==> config.mk <==
export PLATFORM = sky130hd
export DESIGN_NAME = entropy_lfsr32
export DESIGN_NICKNAME = d
export VERILOG_FILES = /design/src/rtl/avalanche_entropy_pkg.sv /design/src/rtl/avalanche_entropy_model_lfsr.sv
export SDC_FILE = /design/constraint.sdc
export NUM_CORES = 1
export LEC_CHECK = 0
export ABC_AREA = 1
export CAP_MARGIN = 10
export CELL_PAD_IN_SITES_DETAIL_PLACEMENT = 0
export CELL_PAD_IN_SITES_GLOBAL_PLACEMENT = 1
export CORE_MARGIN = 4
export CORE_UTILIZATION = 29
export CTS_CLUSTER_DIAMETER = 30
export DETAILED_ROUTE_END_ITERATION = 10
export PLACE_DENSITY = 0.89
export SLEW_MARGIN = 5
export SYNTH_ARGS = -nofsm -noshare
export SYNTH_HDL_FRONTEND = slang
export SYNTH_SLANG_ARGS = --single-unit
==> constraint.sdc <==
create_clock -name clk -period 1.9 [get_ports clk]
set_clock_uncertainty 0.15 [all_clocks]
set_input_delay 0.38 -clock clk [delete_from_list [all_inputs] [get_ports clk]]
set_output_delay 0.38 -clock clk [all_outputs]
set_load 0.01 [all_outputs]
==> src/rtl/avalanche_entropy_pkg.sv <==
// Shared constants, register map and FSM encoding for the avalanche entropy model.
package avalanche_entropy_pkg;

  localparam logic [7:0] ADDR_NAME0      = 8'h00;
  localparam logic [7:0] ADDR_NAME1      = 8'h01;
  localparam logic [7:0] ADDR_VERSION    = 8'h02;
  localparam logic [7:0] ADDR_CTRL       = 8'h08;
  localparam logic [7:0] ADDR_STATUS     = 8'h09;
  localparam logic [7:0] ADDR_SEED       = 8'h0a;
  localparam logic [7:0] ADDR_WORD_COUNT = 8'h0b;
  localparam logic [7:0] ADDR_RATE       = 8'h10;

  localparam logic [31:0] NAME0_WORD   = 32'h6176616c;  // "aval"
  localparam logic [31:0] NAME1_WORD   = 32'h66616b65;  // "fake"
  localparam logic [31:0] VERSION_WORD = 32'h302e3230;  // "0.20"

  localparam logic [31:0] LFSR_MASK = 32'h80200003;

  typedef enum logic [1:0] {StIdle, StFill, StHold, StGap} state_e;

  // One step of the right-shifting Galois LFSR.
  function automatic logic [31:0] lfsr_next(input logic [31:0] l);
    return (l >> 1) ^ (l[0] ? LFSR_MASK : 32'h0);
  endfunction

endpackage

==> src/rtl/avalanche_entropy_model_lfsr.sv <==
// 32-bit Galois LFSR with seed load (zero selects the default seed) and step enable.
module entropy_lfsr32
  import avalanche_entropy_pkg::*;
#(
  parameter logic [31:0] SEED = 32'h11223344
) (
  input  logic        clk,
  input  logic        reset,
  input  logic        load,
  input  logic [31:0] load_value,
  input  logic        step,
  output logic [31:0] value,
  output logic [31:0] next_value
);

  assign next_value = lfsr_next(value);

  // LFSR state; a seed load wins over a step in the same cycle.
  always_ff @(posedge clk or posedge reset) begin
    if (reset) begin
      value <= SEED;
    end else if (load) begin
      value <= (load_value == 32'h0) ? SEED : load_value;
    end else if (step) begin
      value <= next_value;
    end
  end

endmodule

Word-level counts from Yosys, hierarchy flattened:

Cells that the tools add are included.

* reduce and logical (&&, ||, !) cells: 2
* mux-type cells: 4
* bitwise operators: 1

Operator list (number)
* two-way mux 32 bit: 4
* logical NOT 32 bit: 1
* XOR 31 x 32 -> 32 bit: 1
* nonzero test 2 bit: 1

* word-level logic and storage cells: 8
* output and inout port bits: 64
* input port bits: 36
* bits in registers: 32

Depth between registers and ports, before layout:

* depth in word-level cells: 4
* gate-level depth with buffers: 7
* depth with buffers taken out: 7

Worst setup path before layout:

No wires, ideal clock.

* path kind: reg2out
* from: reg value[2]
* to: out next_value[1]
* data arrival time: 0.820 ns
* stages on the path, launching flop included: 2
* buffers on the path: 0
* required time: 1.370 ns
* slack: 0.550 ns
* cells stage by stage: dfstp_2 -> xor2_1

* cells in the longest elaborated chain, start to end: 1

Ends and longest elaborated chain
* start: declaration: line avalanche_entropy_model_lfsr.sv:12 `output logic [31:0] value,`
* start signal: assignment: line avalanche_entropy_model_lfsr.sv:23 `value <= (load_value == 32'h0) ? SEED : load_value;`
* start signal: assignment: line avalanche_entropy_model_lfsr.sv:25 `value <= next_value;`
* XOR 31 x 32 -> 32 bit: line avalanche_entropy_pkg.sv:23 `return (l >> 1) ^ (l[0] ? LFSR_MASK : 32'h0);`
* end: declaration: line avalanche_entropy_model_lfsr.sv:13 `output logic [31:0] next_value`

No other way between the ends.

Final worst setup path:

* from: reg value[16]
* to: out next_value[15]

Same word-level chain as after synthesis.

==> impl_summary.md <==
Logic synthesis
The share of flip-flops with an asynchronous set or reset after synthesis is 100.0%. The cell area that synthesis handed to floorplanning was 1951 µm². The portion of synthesized cell area occupied by the leading cell type is 28.22%.

Synthesis produced a netlist with a net count of 297. The number of distinct standard cells referenced by the synthesized netlist is 19. Of the post-synthesis cell area, the part taken by muxes is 0%.

The count of warnings emitted by yosys is 0. Summing the areas of all xor and xnor instances in the mapped netlist gives 1.347% of the synthesized area. After Yosys synthesis, full adders, half adders and majority gates account for 0% of the synthesized area.

By instance count, the leading cell after synthesis is nand2_1. The simple logic cell fraction of the synthesized area is 21.30%. Each instance of the synthesized netlist takes up on average 7.474 µm². The main combinational cell family by area after synthesis is simple AND/OR/NAND/NOR gates. The predominant post-synthesis flop cell is dfrtp_1. The number of synthesized register bits is 32. The instance count of the mapped netlist is 261. Sorting the synthesized cells by area gives the leading types as dfrtp_1 28%, dfstp_2 13%, nand2_1 12%, buf_4 11%, nor2_1 8.9%. Ranked by instance count, the synthesized netlist is headed by 60 x nand2_1, 46 x nor2_1, 29 x buf_4, 22 x dfrtp_1, 22 x o21ai_0. The synthesized netlist devotes 17.83% of its cell area to compound gates. The number of enable flip-flop cells after synthesis is 0. The sequential share of the synthesized area is 41.69%. The post-synthesis cell type with the largest combined area is dfrtp_1.

STA
At the pin with the least slew margin, the transition time is 0.4201 ns. The relative slew slack is 71.99%. The final period utilization is 95.61%. The number of pins with negative max-slew slack in the final report is 0. Setup violations remaining at the end of the flow were counted as 0. Setup repair after global routing left no endpoint under its margin.

The total count of hold-check failures in the final report is 0. After routing, the total negative slack on setup checks comes to 0 ns. The final period demand of the worst path is 1.816 ns. Hold is met by 0.3250 ns. The maximum achievable frequency is 550.5 MHz.

Critical path
STA puts the critical path data required time at 1.37 ns. Measured in cells, the most critical reg-to-reg path has a length of 3. Broken down by cell family, the worst path's largest delay share belongs to buffers and inverters. The endpoint of the most critical register-to-register path is value[1]$_DFFE_PP0P_. Along the worst path, the maximum fanout reaches 4.

The register-to-register setup slack is 0.68 ns. Data on the critical path arrives at its endpoint at 1.29 ns. The number of buffers and inverters on the critical path is 1. The signal on the critical path passes through clkdlybuf4s50_1. In this run the critical register-to-register path is launched from value[2]$_DFFE_PP1P_. The setup path with the least slack is of type reg -> out.

On the critical path, the stage with the largest delay is an instance of clkdlybuf4s50_1. The kind of end point of the critical path is an output port. On the worst path, the slowest cell contributes a delay of 0.58 ns.

The worst setup path is launched from a register.

Layout
The register with the most flip-flops in the layout has 32 of them. The share of final-layout standard cells stronger than drive strength 1 is 11.76%. The area added between synthesis and finish is 48.68%. The largest registers in the layout are value: 32 flops.

The register with the most flip-flops in the final layout is value. 0 antenna diodes ended up in the layout. In the final layout, flip-flops and latches occupy 814.5 µm².

The area of the multi-input gates is 789.5 µm². The finished cells cover 2900 µm². Counting the fill cells in the layout gives 652. The number of nets in the final layout is 375.

GRT
For this run, the total global-route usage over all layers was measured as 15.80%. The leftover overflow at the end of global routing is 0. The first-pass GRT wire length is 10430 µm. The largest net degree at the start of global routing is 33. The number of global-route vias before repair is 2050.

The number of antenna violations at the first check in global routing is 0.

Floorplan
The area of the core is 6422 µm². The die covers 8103 µm². Once the floorplan was initialized, standard cells occupied 30.37% of the core. Row generation in the floorplan step produced 29 rows. The vertical die dimension is 90.02 µm. The boundary pin count is 100. The horizontal extent of the die is 90.02 µm.

Power and ir drop
The internal power summed over all cells is 1.453 mW. The switching power as a share of total power is 31.81%. The sequential group share of total power is 40.2%. Summed over all nets, the switching power comes to 0.6778 mW.

The reported leakage power is 1.305 nW. The power density over the cells is 734.8 nW/µm². VDD sags by at most 0.3147 mV. The share of total power dissipated in combinational logic is 33.7%.

The relative contribution of the clock network to total power is 26.1%.

Clock tree
The number of levels in the clock H-tree is 2. In this run, post-CTS hold repair placed 0 buffers. The clock net in this run drives a total of 32 sinks. The root buffer cell is clkbuf_8. TritonCTS built the clock tree. The clock transition at the register clock pins on the worst setup and hold paths after CTS is 0.07 ns. In this run the deepest clock path goes through 2 buffers.

The number of clock buffers added by TritonCTS is 5. At the later pin of the worst-skew pair, clock insertion delay measures 0.29 ns.

Route
The average detailed-routed wire length per instance is 14.68 µm. In the routed layout, each cell is associated on average with a via count of 4.602. The number of DRC markers after the initial detailed-route iteration is 90. Detailed routing inserted a total of 1919 vias.

In the routed design, unresolved DRC markers number 0. After detailed routing, the total wire length is 6123 µm. The count of nets left with antenna violations once routing finished came out at 0.

The first-pass iteration count of the detailed router is 5.

Placed design
The total of buffers placed on input and output ports is 99. After detailed placement, the total cell area comes to 2829 µm². Detailed placement ended at an HPWL of 4665 µm. The final weighted congestion in routability-driven placement is 0.7896.

Min path
In this run the worst hold path is classified as in -> async.

Run
The count of max-cap constraint violations is 0.

Status
The flow ran to the end, and the final reports show no timing, DRC or antenna violations.
[through the flow]
step,setup slack [ns],power [mW],util [%],instances
2_1_floorplan,0.5503,1.241,-,261
4_1_cts,0.0002568,2.165,45.20,417
3_5_place_dp,-0.09406,1.642,44.05,408
3_3_place_gp,-0.06025,1.634,44.05,408
6_report,0.08350,2.131,45.16,417
5_1_grt,0.03542,2.260,45.16,417
[cell type report]
class	instances	share of cell area (%)
inverters	15	1.941
well taps	77	3.322
repair buffers	111	36.24
flip-flops and latches	32	28.08
clock inverters	2	0.3451
clock buffers	6	2.847
multi-input cells	174	27.22
[cells in the final DEF, fill, tap and decap left out]
cell type | synthesis | routed
dlymetal6s2s_1 | 0 | 2
clkbuf_2 | 1 | 2
clkbuf_8 | 0 | 6
xor2_1 | 2 | 2
nand2_1 | 60 | 60
nor2_4 | 1 | 1
a21oi_1 | 19 | 19
dfrtp_2 | 0 | 1
nor2_1 | 46 | 46
clkinv_2 | 0 | 2
xnor2_1 | 1 | 1
o21ai_0 | 22 | 21
dfstp_2 | 10 | 10
inv_2 | 3 | 3
a22oi_1 | 7 | 7
o21ai_1 | 13 | 14
inv_1 | 12 | 12
nand2_2 | 1 | 1
a31oi_2 | 2 | 2
dfrtp_1 | 22 | 21
clkdlybuf4s50_1 | 0 | 75
dlygate4sd2_1 | 0 | 20
buf_4 | 29 | 12
[cells by family (layout without fill, tap and decap cells)]
logic type,after synthesis,count (layout)
compound gates,63,63
xor+xnor,3,3
buf+inv,55,134
flops,32,32
simple gates,108,108
[what timing repair did]
action | CTS | global route
gates cloned | 0 | 0
pin swaps | 1 | 0
setup endpoints to repair | 24 | 5
resized for setup | 23 | 7
buffers inserted | 1 | 0
[routing by layer]
layer / share of wire, % / routed length [µm] / track usage [%]
met2: 46 / 2834 / 24.77
met3: 7.3 / 449 / 5.008
met4: 0.91 / 56 / 3.571
met5: 0 / 0 / 0
met1: 45 / 2783 / 21.28
[how the worst max path moves through the flow]
stage                                from                    end  slack, ns  cells after the start
floorplan            value[2]$_DFFE_PP1P_          next_value[1]       0.55                      1
global placement            load_value[0]  value[12]$_DFFE_PP1P_      -0.06                      8
detailed placement          load_value[0]  value[24]$_DFFE_PP1P_      -0.09                      8
CTS                  value[0]$_DFFE_PP0P_          next_value[0]     0.0003                      3
global route        value[16]$_DFFE_PP0P_         next_value[15]       0.04                      1
finish              value[16]$_DFFE_PP0P_         next_value[15]       0.08                      1
[power groups by stage]
| stage | combinational, mW | sequential [mW] | clock [mW] |
|---|---|---|---|
| 6_report | 0.718 | 0.857 | 0.556 |
| 5_1_grt | 0.786 | 0.875 | 0.598 |
| 4_1_cts | 0.734 | 0.860 | 0.571 |
| 3_5_place_dp | 0.764 | 0.879 | 0 |
| 3_3_place_gp | 0.758 | 0.876 | 0 |
| 2_1_floorplan | 0.345 | 0.896 | 0 |
(Power assumes the default switching activity.)
